## config.mk

```make
export PLATFORM = sky130hd
export DESIGN_NAME = store_buffer
export DESIGN_NICKNAME = d
export VERILOG_FILES = /design/src/rtl/ldst_pkg.sv /design/src/rtl/st_align.sv /design/src/rtl/store_buffer.sv
export SDC_FILE = /design/constraint.sdc
export NUM_CORES = 1
export LEC_CHECK = 0
export ABC_AREA = 0
export ABC_CLOCK_PERIOD_IN_PS = 5200
export CAP_MARGIN = 25
export CORE_UTILIZATION = 40
export CTS_CLUSTER_DIAMETER = 80
export DETAILED_ROUTE_END_ITERATION = 10
export SLEW_MARGIN = 20
export SYNTH_ARGS = -nofsm -noshare
export SYNTH_HDL_FRONTEND = slang
export SYNTH_SLANG_ARGS = --single-unit
```

## constraint.sdc

```tcl
create_clock -name clk_i -period 5.2 [get_ports clk_i]
set_input_delay 0.52 -clock clk_i [delete_from_list [all_inputs] [get_ports clk_i]]
set_output_delay 0.52 -clock clk_i [all_outputs]
set_load 0.05 [all_outputs]
```

## src/rtl/ldst_pkg.sv

```systemverilog
// Load/store types shared by the pipeline, mem and the store buffer.
package ldst_pkg;

   localparam int unsigned XLEN = 32;

   typedef enum logic [2:0] {
      LDST_B  = 3'd0,
      LDST_H  = 3'd1,
      LDST_W  = 3'd2,
      LDST_BU = 3'd3,
      LDST_HU = 3'd4
   } ldst_mode_e;

   typedef struct packed {
      logic [XLEN-1:0] addr;
      logic [XLEN-1:0] data;
      ldst_mode_e      mode;
   } sb_entry_t;

endpackage

```

## src/rtl/st_align.sv

```systemverilog
// Moves right-justified store data onto its byte lanes and flags misaligned stores.
module st_align
   import ldst_pkg::*;
(
   input  ldst_mode_e      mode_i,
   input  logic [1:0]      addr_i,
   input  logic [XLEN-1:0] data_i,
   output logic [XLEN-1:0] wd_o,
   output logic            misalign_o
);

   always_comb begin
      wd_o       = data_i;
      misalign_o = 1'b0;
      case (mode_i)
         LDST_B, LDST_BU: wd_o = XLEN'(data_i[7:0]) << {addr_i, 3'b000};
         LDST_H, LDST_HU: begin
            wd_o       = XLEN'(data_i[15:0]) << {addr_i[1], 4'b0000};
            misalign_o = addr_i[0];
         end
         LDST_W:          misalign_o = (addr_i != 2'b00);
         default: ;
      endcase
   end

endmodule

```

## src/rtl/store_buffer.sv

```systemverilog
// In-order store queue: up to two enqueues per cycle, one drain per cycle onto
// the dmem write port, plus word-granular load hazard detection.
module store_buffer
   import ldst_pkg::*;
#(
   parameter int unsigned DEPTH     = 4,
   parameter int unsigned DEPTH_LOG = $clog2(DEPTH)
) (
   input  logic                  clk_i,
   input  logic                  reset_i,
   input  logic [1:0]            st_valid_i,
   input  logic [1:0][XLEN-1:0]  st_addr_i,
   input  logic [1:0][XLEN-1:0]  st_data_i,
   input  ldst_mode_e            st_mode_i [2],
   output logic                  st_ready_o,
   output logic [1:0]            st_misalign_o,
   input  logic [1:0]            ld_valid_i,
   input  logic [1:0][XLEN-1:0]  ld_addr_i,
   output logic [1:0]            ld_hazard_o,
   output logic                  we_o,
   output logic [XLEN-1:0]       wa_o,
   output logic [XLEN-1:0]       wd_o,
   output ldst_mode_e            wm_o,
   output logic [DEPTH_LOG:0]    count_o
);

   localparam int unsigned CW = DEPTH_LOG + 1;

   sb_entry_t              entry_q [DEPTH];
   logic [DEPTH_LOG-1:0]   head_q, head_d;
   logic [DEPTH_LOG-1:0]   tail_q, tail_d, wr1_idx;
   logic [CW-1:0]          count_q, count_d;
   logic [1:0][XLEN-1:0]   al_data;
   logic [1:0]             acc;
   logic [DEPTH-1:0]       ent_valid;
   logic                   unused_ld_lsb;

   for (genvar i = 0; i < 2; i++) begin : g_lane
      st_align u_align (
         .mode_i     (st_mode_i[i]),
         .addr_i     (st_addr_i[i][1:0]),
         .data_i     (st_data_i[i]),
         .wd_o       (al_data[i]),
         .misalign_o (st_misalign_o[i])
      );
   end

   // Ready looks at the registered occupancy only, so it never depends on st_valid.
   assign st_ready_o    = (CW'(DEPTH) - count_q) >= CW'(2);
   assign acc           = st_valid_i & ~st_misalign_o & {2{st_ready_o}};
   assign we_o          = (count_q != '0);
   assign wa_o          = entry_q[head_q].addr;
   assign wd_o          = entry_q[head_q].data;
   assign wm_o          = entry_q[head_q].mode;
   assign count_o       = count_q;
   assign unused_ld_lsb = ^{ld_addr_i[0][1:0], ld_addr_i[1][1:0]};

   always_comb begin
      head_d  = head_q + DEPTH_LOG'(we_o);
      wr1_idx = tail_q + DEPTH_LOG'(acc[0]);
      tail_d  = wr1_idx + DEPTH_LOG'(acc[1]);
      count_d = count_q + CW'(acc[0]) + CW'(acc[1]) - CW'(we_o);
   end

   // Slot j is live when its distance from head (mod DEPTH) is below count.
   always_comb begin
      logic [DEPTH_LOG-1:0] off;
      ent_valid = '0;
      off       = '0;
      for (int j = 0; j < DEPTH; j++) begin
         off          = DEPTH_LOG'(j) - head_q;
         ent_valid[j] = ({1'b0, off} < count_q);
      end
   end

   always_comb begin
      ld_hazard_o = '0;
      for (int l = 0; l < 2; l++) begin
         for (int j = 0; j < DEPTH; j++)
            if (ent_valid[j] && (entry_q[j].addr[XLEN-1:2] == ld_addr_i[l][XLEN-1:2]))
               ld_hazard_o[l] = 1'b1;
         for (int k = 0; k < 2; k++)
            if (acc[k] && (st_addr_i[k][XLEN-1:2] == ld_addr_i[l][XLEN-1:2]))
               ld_hazard_o[l] = 1'b1;
         ld_hazard_o[l] = ld_hazard_o[l] & ld_valid_i[l];
      end
   end

   always_ff @(posedge clk_i) begin
      if (reset_i) begin
         head_q  <= '0;
         tail_q  <= '0;
         count_q <= '0;
         for (int j = 0; j < DEPTH; j++) entry_q[j] <= '0;
      end else begin
         head_q  <= head_d;
         tail_q  <= tail_d;
         count_q <= count_d;
         if (acc[0])
            entry_q[tail_q] <= '{addr: st_addr_i[0], data: al_data[0], mode: st_mode_i[0]};
         if (acc[1])
            entry_q[wr1_idx] <= '{addr: st_addr_i[1], data: al_data[1], mode: st_mode_i[1]};
      end
   end

endmodule

```

==> impl_results.html, run 1 <==
<table>
<tr><th>Metric</th><th>Value</th></tr>
<tr><th colspan="2">Timing</th></tr>
<tr><td>Total Negative Setup Slacks</td><td>0 ns</td></tr>
<tr><td>Setup Viol. Count Final</td><td>0</td></tr>
<tr><td>Least-Margin Pin Slew</td><td>1.10 ns</td></tr>
<tr><td>Remaining max-slew budget at the tightest pin</td><td>a little over a quarter</td></tr>
<tr><td>Fin crit period</td><td>about 4.7 ns</td></tr>
<tr><td>Number of max-slew violations in the final report</td><td>0</td></tr>
<tr><td>Highest clock rate</td><td>0.211 GHz</td></tr>
<tr><td>Ratio of final minimum period to clock period</td><td>approximately 91%</td></tr>
<tr><td>RSZ-0062 raised after global routing</td><td>no</td></tr>
<tr><td>Hold Fails Final Rpt</td><td>0</td></tr>
<tr><td>Layout Skew</td><td>0.0202 ns</td></tr>
<tr><th colspan="2">Outcome</th></tr>
<tr><td>Result of the run</td><td>completed</td></tr>
<tr><th colspan="2">Synthesis</th></tr>
<tr><td>Post-Syn Area per Cell</td><td>11.2 um2</td></tr>
<tr><td>Leading cell types by total area after synthesis</td><td>edfxtp_1, xnor2_1, mux4_2</td></tr>
<tr><td>Yosys warnings</td><td>0</td></tr>
<tr><td>Sequential cell area fraction in the yosys report</td><td>~45%</td></tr>
<tr><td>Most used flip-flop cell after synthesis</td><td>edfxtp_1</td></tr>
<tr><td>Cell type contributing the most total cell area after synthesis</td><td>edfxtp_1</td></tr>
<tr><td>Share of synthesized flip-flops with an asynchronous set or reset</td><td>0%</td></tr>
<tr><td>Post-synthesis cell count</td><td>1,642</td></tr>
<tr><td>Register bit total from synthesis</td><td>275</td></tr>
<tr><td>Synth cell count leaders</td><td>edfxtp_1, xnor2_1, nand2_1</td></tr>
<tr><td>Number of enable flip-flop cells after synthesis</td><td>between 200 and 300</td></tr>
<tr><td>Netlist area before placement</td><td>~18,000 um2</td></tr>
<tr><td>Proportion of netlist area held by the largest area contributor</td><td>43.9%</td></tr>
<tr><td>Syn_nets</td><td>1,859</td></tr>
<tr><td>Dominant cell by count in the synthesized netlist</td><td>edfxtp_1</td></tr>
<tr><td>Number of different library cells in the post-synthesis netlist</td><td>58</td></tr>
<tr><th colspan="2">Routing</th></tr>
<tr><td>Final routed wirelength across all metal layers</td><td>between 80,000 and 90,000 um</td></tr>
<tr><td>Detailed Routing Iterations Pass 1</td><td>6</td></tr>
<tr><td>Detailed-route DRC error count</td><td>0</td></tr>
<tr><td>Antenna Nets Post-Route</td><td>0</td></tr>
<tr><td>WL/cell</td><td>about 35 um</td></tr>
<tr><td>Vias per cell</td><td>a little over 6</td></tr>
<tr><td>Via total after detailed routing</td><td>between 15,000 and 20,000</td></tr>
<tr><td>Iteration-0 DRC Markers</td><td>approximately 1,500</td></tr>
<tr><th colspan="2">Floorplanning</th></tr>
<tr><td>Area of the core</td><td>about 45,000 um2</td></tr>
<tr><td>Initial Util</td><td>40.5%</td></tr>
<tr><td>Die Span Y</td><td>216 um</td></tr>
<tr><td>Die Area</td><td>46,700 um2</td></tr>
<tr><td>Boundary Pins</td><td>between 200 and 300</td></tr>
<tr><td>Die Width</td><td>216 um</td></tr>
<tr><td>Floorplan row count</td><td>78</td></tr>
<tr><th colspan="2">Critical path</th></tr>
<tr><td>Data arrival time of the critical path</td><td>roughly 4.2 ns</td></tr>
<tr><td>CP delay by family, top</td><td>buffers and inverters</td></tr>
<tr><td>Required time at the endpoint of the critical path</td><td>around 4.7 ns</td></tr>
<tr><td>Reg-to-reg startpoint</td><td>count_o[0]</td></tr>
<tr><td>Critical path launch point type</td><td>input pin</td></tr>
<tr><td>Crit-path cells</td><td>clkdlybuf4s50_1 -&gt; xnor2_1 -&gt; nand4_1 -&gt; nor4_1 -&gt; nand4_1 -&gt; o22ai_1 -&gt; o41a_1 -&gt; clkdlybuf4s50_1</td></tr>
<tr><td>Buf+Inv Stages, Crit Path</td><td>2</td></tr>
<tr><td>Startpoint-to-endpoint class of the critical path</td><td>input pin to primary output</td></tr>
<tr><td>Setup crit start</td><td>ld_addr_i[31]</td></tr>
<tr><td>Number of cells on the critical path</td><td>8</td></tr>
<tr><td>Crit Path Max Fanout</td><td>6</td></tr>
<tr><td>Register-to-Register Path Depth</td><td>13</td></tr>
<tr><td>CP max stage delay</td><td>~0.85 ns</td></tr>
<tr><td>Nature of the critical path endpoint</td><td>primary output</td></tr>
<tr><td>Library cell contributing the largest single delay on the critical path</td><td>clkdlybuf4s50_1</td></tr>
<tr><th colspan="2">CTS</th></tr>
<tr><td>TritonCTS clock tree</td><td>built</td></tr>
<tr><td># H-tree levels</td><td>2</td></tr>
<tr><td>Quantity of hold-fixing buffers added after cts</td><td>0</td></tr>
<tr><td>CTS resizes</td><td>0</td></tr>
<tr><td>Number of clock sinks</td><td>about 280</td></tr>
<tr><td>TritonCTS buffer count</td><td>34</td></tr>
<tr><td>Setup Buffers After CTS</td><td>0</td></tr>
<tr><td>Latest clock arrival within the worst-skew pair</td><td>0.55 ns</td></tr>
<tr><td>Clock Pin Slew Worst Setup and Hold Paths</td><td>approximately 0.060 ns</td></tr>
<tr><td>Cell chosen for the clock root</td><td>clkbuf_16</td></tr>
<tr><td>Buffer depth of the longest clock path</td><td>3</td></tr>
<tr><th colspan="2">Placement</th></tr>
<tr><td>Post-DP HPWL</td><td>63,700 um</td></tr>
<tr><td>Global placement routability congestion</td><td>about 1</td></tr>
<tr><td>Port Buffers</td><td>around 280</td></tr>
<tr><th colspan="2">Pwr</th></tr>
<tr><td>Sequential group share of total power</td><td>31.2%</td></tr>
<tr><td>Maximum vdd drop</td><td>between 0.4 and 0.5 mV</td></tr>
<tr><td>Power spent charging and discharging nets</td><td>~5 mW</td></tr>
<tr><td>Power Dens Cells</td><td>~510 nW/um2</td></tr>
<tr><td>Switching part of the total</td><td>between 40% and 50%</td></tr>
<tr><td>Tot Pwr</td><td>11.5 mW</td></tr>
<tr><td>Leakage power figure</td><td>around 7.4 nW</td></tr>
<tr><td>Portion of total power attributed to the clock network</td><td>20.9%</td></tr>
<tr><td>Logic gate share of total power</td><td>a little under half</td></tr>
<tr><td>Cell-internal power</td><td>6.50 mW</td></tr>
<tr><th colspan="2">Layout</th></tr>
<tr><td>Syn-to-layout area delta</td><td>23.7%</td></tr>
<tr><td>Total number of nets in the final design</td><td>between 2,000 and 2,500</td></tr>
<tr><td>Share of final-layout standard cells stronger than drive strength 1</td><td>around a tenth</td></tr>
<tr><th colspan="2">Global routing</th></tr>
<tr><td>Maximum number of pins on one net before global-route repair</td><td>about 110</td></tr>
<tr><td>Global-route wire length before repair</td><td>approximately 120,000 um</td></tr>
<tr><td>Grt total ovfl</td><td>0</td></tr>
<tr><td>Overall Global Routing Usage</td><td>36.1%</td></tr>
<tr><td>Number of antenna violations at the first check in global routing</td><td>3</td></tr>
<tr><td>Vias in the first global route</td><td>14,800</td></tr>
<tr><th colspan="2">Hold path</th></tr>
<tr><td>Cell count of the worst hold path</td><td>2</td></tr>
<tr><td>Type of the tightest min-delay check</td><td>flip-flop to flip-flop</td></tr>
<tr><td>Worst min-delay path startpoint</td><td>count_o[1]</td></tr>
<tr><th colspan="2">Run</th></tr>
<tr><td>Max Cap Viol</td><td>0</td></tr>
</table>
-- registers in the layout (all words and copies together), names as in the netlist --
name     flops
count_o      3
entry_q    268
head_q       2
tail_q       2
-- cell families (layout without fill, tap and decap cells) --
group                    after synthesis  after routing  synth area share [%]
other                                  0              1                     0
buffers and inverters                201            401                  4.60
XOR/XNOR                             371            371                  17.7
AO/OA/AOI/OAI                        337            337                  12.6
multiplexers                          92             92                  9.61
adder cells (fa/ha/maj)               13             13                 0.970
AND/OR/NAND/NOR                      353            353                  9.78
flip-flops                           275            275                  44.7
-- worst reg2reg max path: cells and delay by family (launching register included) --
family                   cells  cell delay (ns)
AO/OA/AOI/OAI                1             0.27
XOR/XNOR                     1             0.49
adder cells (fa/ha/maj)      3             0.70
buffers and inverters        3             0.79
flip-flops                   1             0.48
AND/OR/NAND/NOR              5             1.66
-- through the flow --
stage / std cells / util (%) / hold WS, ns / area, um2 / setup slack [ns]
after global placement: 2383 / 47.6 / 0.558 / 21600 / 0.493
after global routing: 2442 / 50.1 / 0.612 / 22700 / 0.318
after detailed placement: 2383 / 47.6 / 0.571 / 21600 / 0.399
final: 2443 / 50.1 / 0.576 / 22700 / 0.455
after CTS: 2442 / 50.1 / 0.581 / 22700 / 0.513
after floorplan: 1642 / - / 0.558 / 18300 / 0.0308
-- final timing paths --
kind	end	slack, ns
setup / recovery	ld_hazard_o[0]	0.46
setup reg to reg	entry_q[2][42]	0.54
hold reg to reg	count_o[2]	0.58
hold / removal	count_o[2]	0.58
-- placed cells by master (no fill, tap or decap), types with 11 or more instances in the layout --
cell,instances
a22oi_1,40
nor2_1,14
inv_1,15
nor3_1,12
mux4_2,67
o2bb2ai_1,32
edfxtp_1,268
buf_4,46
nor4_1,41
clkbuf_16,35
xor2_1,145
mux2i_1,24
a22o_1,56
ha_1,11
o22ai_1,73
nand4_1,67
nand2b_1,19
xnor2_1,226
nand2_1,165
o21ai_0,111
clkdlybuf4s50_1,274
-- cell type report --
type	instances	area, um2
clock buffer	43	906
tap	600	751
fill	4092	22600
sequential	275	8200
timing repair buffer	326	3210
multi-input combinational	1166	9360
inverter	16	60.1
clock inverter	16	189
antenna	1	2.50
-- power groups by stage --
| stage | clock [mW] | sequential, mW | combinational [mW] |
|---|---|---|---|
| CTS | 2.43 | 3.59 | 5.53 |
| global placement | 0 | 3.61 | 5.52 |
| detailed placement | 0 | 3.64 | 5.50 |
| finish | 2.41 | 3.60 | 5.53 |
| global route | 2.50 | 3.65 | 5.69 |
| floorplan | 0 | 3.40 | 3.48 |
-- per-layer routing --
layer	track usage [%]	up-vias	wire length, um
li1	-	6469	-
met1	47.0	7678	33300
met2	58.8	924	39900
met3	6.67	163	7570
met4	16.1	4	4260
met5	0	-	26
Power figures use the tool's default switching activity.
==> inputs of run 2 (changes only) <==
--- a/config.mk
+++ b/config.mk
@@ -8,9 +8,10 @@
 export ABC_AREA = 0
 export ABC_CLOCK_PERIOD_IN_PS = 5200
 export CAP_MARGIN = 25
-export CORE_UTILIZATION = 40
+export CORE_UTILIZATION = 50
 export CTS_CLUSTER_DIAMETER = 80
 export DETAILED_ROUTE_END_ITERATION = 10
+export PLACE_DENSITY = 0.84
 export SLEW_MARGIN = 20
 export SYNTH_ARGS = -nofsm -noshare
 export SYNTH_HDL_FRONTEND = slang
==> run 2 against run 1 <==
Compared with the run above: via count up 2.0%; register-to-register slack better by 0.02 ns; sequential cell count unchanged; critical path depth up 4; largest cell class unchanged; total power down 2.0%; the run now ends with design-rule violations left; global-route usage up 6.2 points; critical endpoint is now entry_q[0][23]; worst hold slack better by 0.011 ns; final cell count down 6.3%; clock power down 9.1%.
==> impl_results.html, run 2 (synthesized netlist as in run 1, its figures left out) <==
<table>
<tr><th>Metric</th><th>Value</th></tr>
<tr><th colspan="2">Outcome</th></tr>
<tr><td>Result of the run</td><td>finished, violations left (was completed)</td></tr>
<tr><td>Violated checks</td><td>design-rule violations</td></tr>
<tr><th colspan="2">Layout</th></tr>
<tr><td>Most frequent cells in the layout</td><td>clkdlybuf4s50_1, edfxtp_1, xnor2_1 (unchanged)</td></tr>
<tr><td>Number of filler cells placed in the layout</td><td>2,790 (was 4,092)</td></tr>
<tr><td>Share of final-layout standard cells stronger than drive strength 1</td><td>9.52% (was 10.0%)</td></tr>
<tr><td>Final Cell Area</td><td>22,300 um2 (was 22,700 um2)</td></tr>
<tr><td>Final core utilization</td><td>62.4% (was 50.1%)</td></tr>
<tr><td>Max reg flops</td><td>268 (unchanged)</td></tr>
<tr><td>Syn-to-layout area delta</td><td>21.9% (was 23.7%)</td></tr>
<tr><td>Total inserted antenna cells</td><td>0 (was 1)</td></tr>
<tr><td>Total number of nets in the final design</td><td>2,022 (was 2,036)</td></tr>
<tr><td>Total area of sequential cells</td><td>8200 um2 (unchanged)</td></tr>
<tr><td>Area of combinational cells with multiple inputs</td><td>9350 um2 (was 9360 um2)</td></tr>
<tr><td>Register with the most flip-flops</td><td>entry_q (unchanged)</td></tr>
<tr><td>Most frequent standard cell in the layout excluding fill and tap cells</td><td>clkdlybuf4s50_1 (unchanged)</td></tr>
<tr><th colspan="2">Timing</th></tr>
<tr><td>Fin crit period</td><td>4.64 ns (was 4.74 ns)</td></tr>
<tr><td>Hold Fails Final Rpt</td><td>0 (unchanged)</td></tr>
<tr><td>Worst Hold Slack</td><td>0.587 ns (was 0.576 ns)</td></tr>
<tr><td>Ratio of final minimum period to clock period</td><td>89.2% (was 91.2%)</td></tr>
<tr><td>Total Negative Setup Slacks</td><td>0 ns (unchanged)</td></tr>
<tr><td>Least-Margin Pin Slew</td><td>1.05 ns (was 1.10 ns)</td></tr>
<tr><td>Highest clock rate</td><td>0.215 GHz (was 0.211 GHz)</td></tr>
<tr><td>Number of max-slew violations in the final report</td><td>0 (unchanged)</td></tr>
<tr><td>Setup Viol. Count Final</td><td>0 (unchanged)</td></tr>
<tr><td>Remaining max-slew budget at the tightest pin</td><td>29.4% (was 26.2%)</td></tr>
<tr><td>RSZ-0062 raised after global routing</td><td>no (unchanged)</td></tr>
<tr><td>Layout Skew</td><td>0.0351 ns (was 0.0202 ns)</td></tr>
<tr><th colspan="2">Critical path</th></tr>
<tr><td>Data arrival time of the critical path</td><td>4.92 ns (was 4.22 ns)</td></tr>
<tr><td>Nature of the critical path endpoint</td><td>flip-flop (was primary output)</td></tr>
<tr><td>CP max stage delay</td><td>0.76 ns (was 0.85 ns)</td></tr>
<tr><td>Required time at the endpoint of the critical path</td><td>5.48 ns (was 4.68 ns)</td></tr>
<tr><td>Setup crit start</td><td>count_o[1] (was ld_addr_i[31])</td></tr>
<tr><td>Most common cell on crit path</td><td>ha_1</td></tr>
<tr><td>Crit-path cells</td><td>inv_1 -&gt; ha_1 -&gt; ha_1 -&gt; or3b_2 -&gt; nand2_1 -&gt; or2_2 -&gt; inv_1 -&gt; ha_1 -&gt; or4_1 -&gt; nand3_2 -&gt; buf_4 -&gt; o22ai_1 (was clkdlybuf4s50_1 -&gt; xnor2_1 -&gt; nand4_1 -&gt; nor4_1 -&gt; nand4_1 -&gt; o22ai_1 -&gt; o41a_1 -&gt; clkdlybuf4s50_1)</td></tr>
<tr><td>Crit Path Max Fanout</td><td>38 (was 6)</td></tr>
<tr><td>Critical path launch point type</td><td>flip-flop (was input pin)</td></tr>
<tr><td>Startpoint-to-endpoint class of the critical path</td><td>flip-flop to flip-flop (was input pin to primary output)</td></tr>
<tr><td>Library cell contributing the largest single delay on the critical path</td><td>or4_1 (was clkdlybuf4s50_1)</td></tr>
<tr><td>Reg-to-reg startpoint</td><td>count_o[1] (was count_o[0])</td></tr>
<tr><th colspan="2">Pwr</th></tr>
<tr><td>Leakage power figure</td><td>7.32 nW (was 7.42 nW)</td></tr>
<tr><td>Power Dens Cells</td><td>506 nW/um2 (was 509 nW/um2)</td></tr>
<tr><td>Maximum vdd drop</td><td>0.492 mV (was 0.454 mV)</td></tr>
<tr><th colspan="2">Routing</th></tr>
<tr><td>Vias per cell</td><td>6.79 (was 6.24)</td></tr>
<tr><td>WL/cell</td><td>34.8 um (about the same)</td></tr>
<tr><td>Detailed-route DRC error count</td><td>22 (was 0)</td></tr>
<tr><td>Via total after detailed routing</td><td>15,500 (was 15,200)</td></tr>
<tr><td>Antenna Nets Post-Route</td><td>0 (unchanged)</td></tr>
<tr><td>Detailed Routing Iterations Pass 1</td><td>9 (was 6)</td></tr>
<tr><td>Iteration-0 DRC Markers</td><td>2,250 (was 1,534)</td></tr>
<tr><td>Final routed wirelength across all metal layers</td><td>79,600 um (was 85,100 um)</td></tr>
<tr><th colspan="2">Hold path</th></tr>
<tr><td>Worst min-delay path startpoint</td><td>count_o[1] (unchanged)</td></tr>
<tr><td>Type of the tightest min-delay check</td><td>flip-flop to flip-flop (unchanged)</td></tr>
<tr><th colspan="2">Global routing</th></tr>
<tr><td>Number of antenna violations at the first check in global routing</td><td>1 (was 3)</td></tr>
<tr><td>Overall Global Routing Usage</td><td>42.4% (was 36.1%)</td></tr>
<tr><td>Global-route wire length before repair</td><td>112,000 um (was 117,000 um)</td></tr>
<tr><td>Grt total ovfl</td><td>0 (unchanged)</td></tr>
<tr><td>Vias in the first global route</td><td>15,300 (was 14,800)</td></tr>
<tr><td>Maximum number of pins on one net before global-route repair</td><td>61 (was 111)</td></tr>
<tr><th colspan="2">Placement</th></tr>
<tr><td>Area after detailed placement</td><td>21,300 um2 (was 21,600 um2)</td></tr>
<tr><td>Global placement routability congestion</td><td>1.08 (was 1.02)</td></tr>
<tr><td>Post-DP HPWL</td><td>60,100 um (was 63,700 um)</td></tr>
<tr><td>Port Buffers</td><td>275 (unchanged)</td></tr>
<tr><th colspan="2">CTS</th></tr>
<tr><td>CTS resizes</td><td>0 (unchanged)</td></tr>
<tr><td>Clock Pin Slew Worst Setup and Hold Paths</td><td>0.07 ns (was 0.06 ns)</td></tr>
<tr><td>TritonCTS clock tree</td><td>built (unchanged)</td></tr>
<tr><td>Setup Buffers After CTS</td><td>0 (unchanged)</td></tr>
<tr><td>Quantity of hold-fixing buffers added after cts</td><td>0 (unchanged)</td></tr>
<tr><td># H-tree levels</td><td>1 (was 2)</td></tr>
<tr><td>Buffer depth of the longest clock path</td><td>3 (unchanged)</td></tr>
<tr><td>TritonCTS buffer count</td><td>29 (was 34)</td></tr>
<tr><td>Latest clock arrival within the worst-skew pair</td><td>0.59 ns (was 0.55 ns)</td></tr>
<tr><td>Cell chosen for the clock root</td><td>clkbuf_16 (unchanged)</td></tr>
<tr><td>Number of clock sinks</td><td>275 (unchanged)</td></tr>
<tr><th colspan="2">Floorplanning</th></tr>
<tr><td>Die Width</td><td>193 um (was 216 um)</td></tr>
<tr><td>Die Span Y</td><td>193 um (was 216 um)</td></tr>
<tr><td>Die Area</td><td>37,400 um2 (was 46,700 um2)</td></tr>
<tr><td>Initial Util</td><td>51.1% (was 40.5%)</td></tr>
<tr><td>Floorplan row count</td><td>69 (was 78)</td></tr>
<tr><td>Area of the core</td><td>35,800 um2 (was 45,300 um2)</td></tr>
<tr><td>Boundary Pins</td><td>280 (unchanged)</td></tr>
<tr><th colspan="2">Run</th></tr>
<tr><td>Max Cap Viol</td><td>0 (unchanged)</td></tr>
</table>
-- run 2: changes by cell type in the layout (fill, tap and decap cells not counted), sizes merged --
cell / change
buf: -10
clkinvlp: +4
clkdlybuf4s50: +1
clkinv: +3
inv: +1
clkbuf: -14
diode: -1
bufinv: +1
-- run 2: metrics by stage --
step	setup slack, ns	cells	power (mW)
final	0.559	2289	11.3
after global placement	0.659	2235	8.99
after floorplan	0.0308	1642	6.88
after global routing	0.374	2289	11.6
after detailed placement	0.527	2235	9.05
after CTS	0.535	2289	11.2
-- run 2: worst paths after layout --
check                                      end  slack, ns  depth (start not counted)
worst max-delay path            entry_q[0][23]       0.56                         12
worst min-delay path                count_o[2]       0.59                          2
worst max register to register  entry_q[0][23]       0.56                         12
worst min register to register      count_o[2]       0.59                          2
-- run 2: critical path: cells and delay by family (launching register included) --
family / cells / cell delay, ns
AND/OR/NAND/NOR: 5 / 2.01
adder cells (fa/ha/maj): 3 / 0.94
buffers and inverters: 3 / 0.77
flip-flops: 1 / 0.41
AO/OA/AOI/OAI: 1 / 0.19
-- run 2: final cells by class --
cell class	instances	share of cell area, %
Clock inverter	25	1.18
Tap cell	461	2.58
Multi-Input combinational cell	1166	41.9
Sequential cell	275	36.7
Timing Repair Buffer	317	14.2
Clock buffer	29	3.25
Inverter	16	0.269
-- run 2: power breakdown --
part / total (mW) / leakage [nW] / internal (mW) / switching [mW]
combinational: 5.58 / 3.98 / 1.99 / 3.59
sequential: 3.55 / 2.86 / 3.08 / 0.463
clock: 2.19 / 0.476 / 1.27 / 0.918
total: 11.3 / 7.32 / 6.34 / 4.97
-- run 2: routing by layer --
layer / share of wire (%) / global-route usage (%)
met5: 0.015 / 0
met4: 6.4 / 22.7
met3: 11 / 7.11
met2: 48 / 70.7
met1: 35 / 52.8
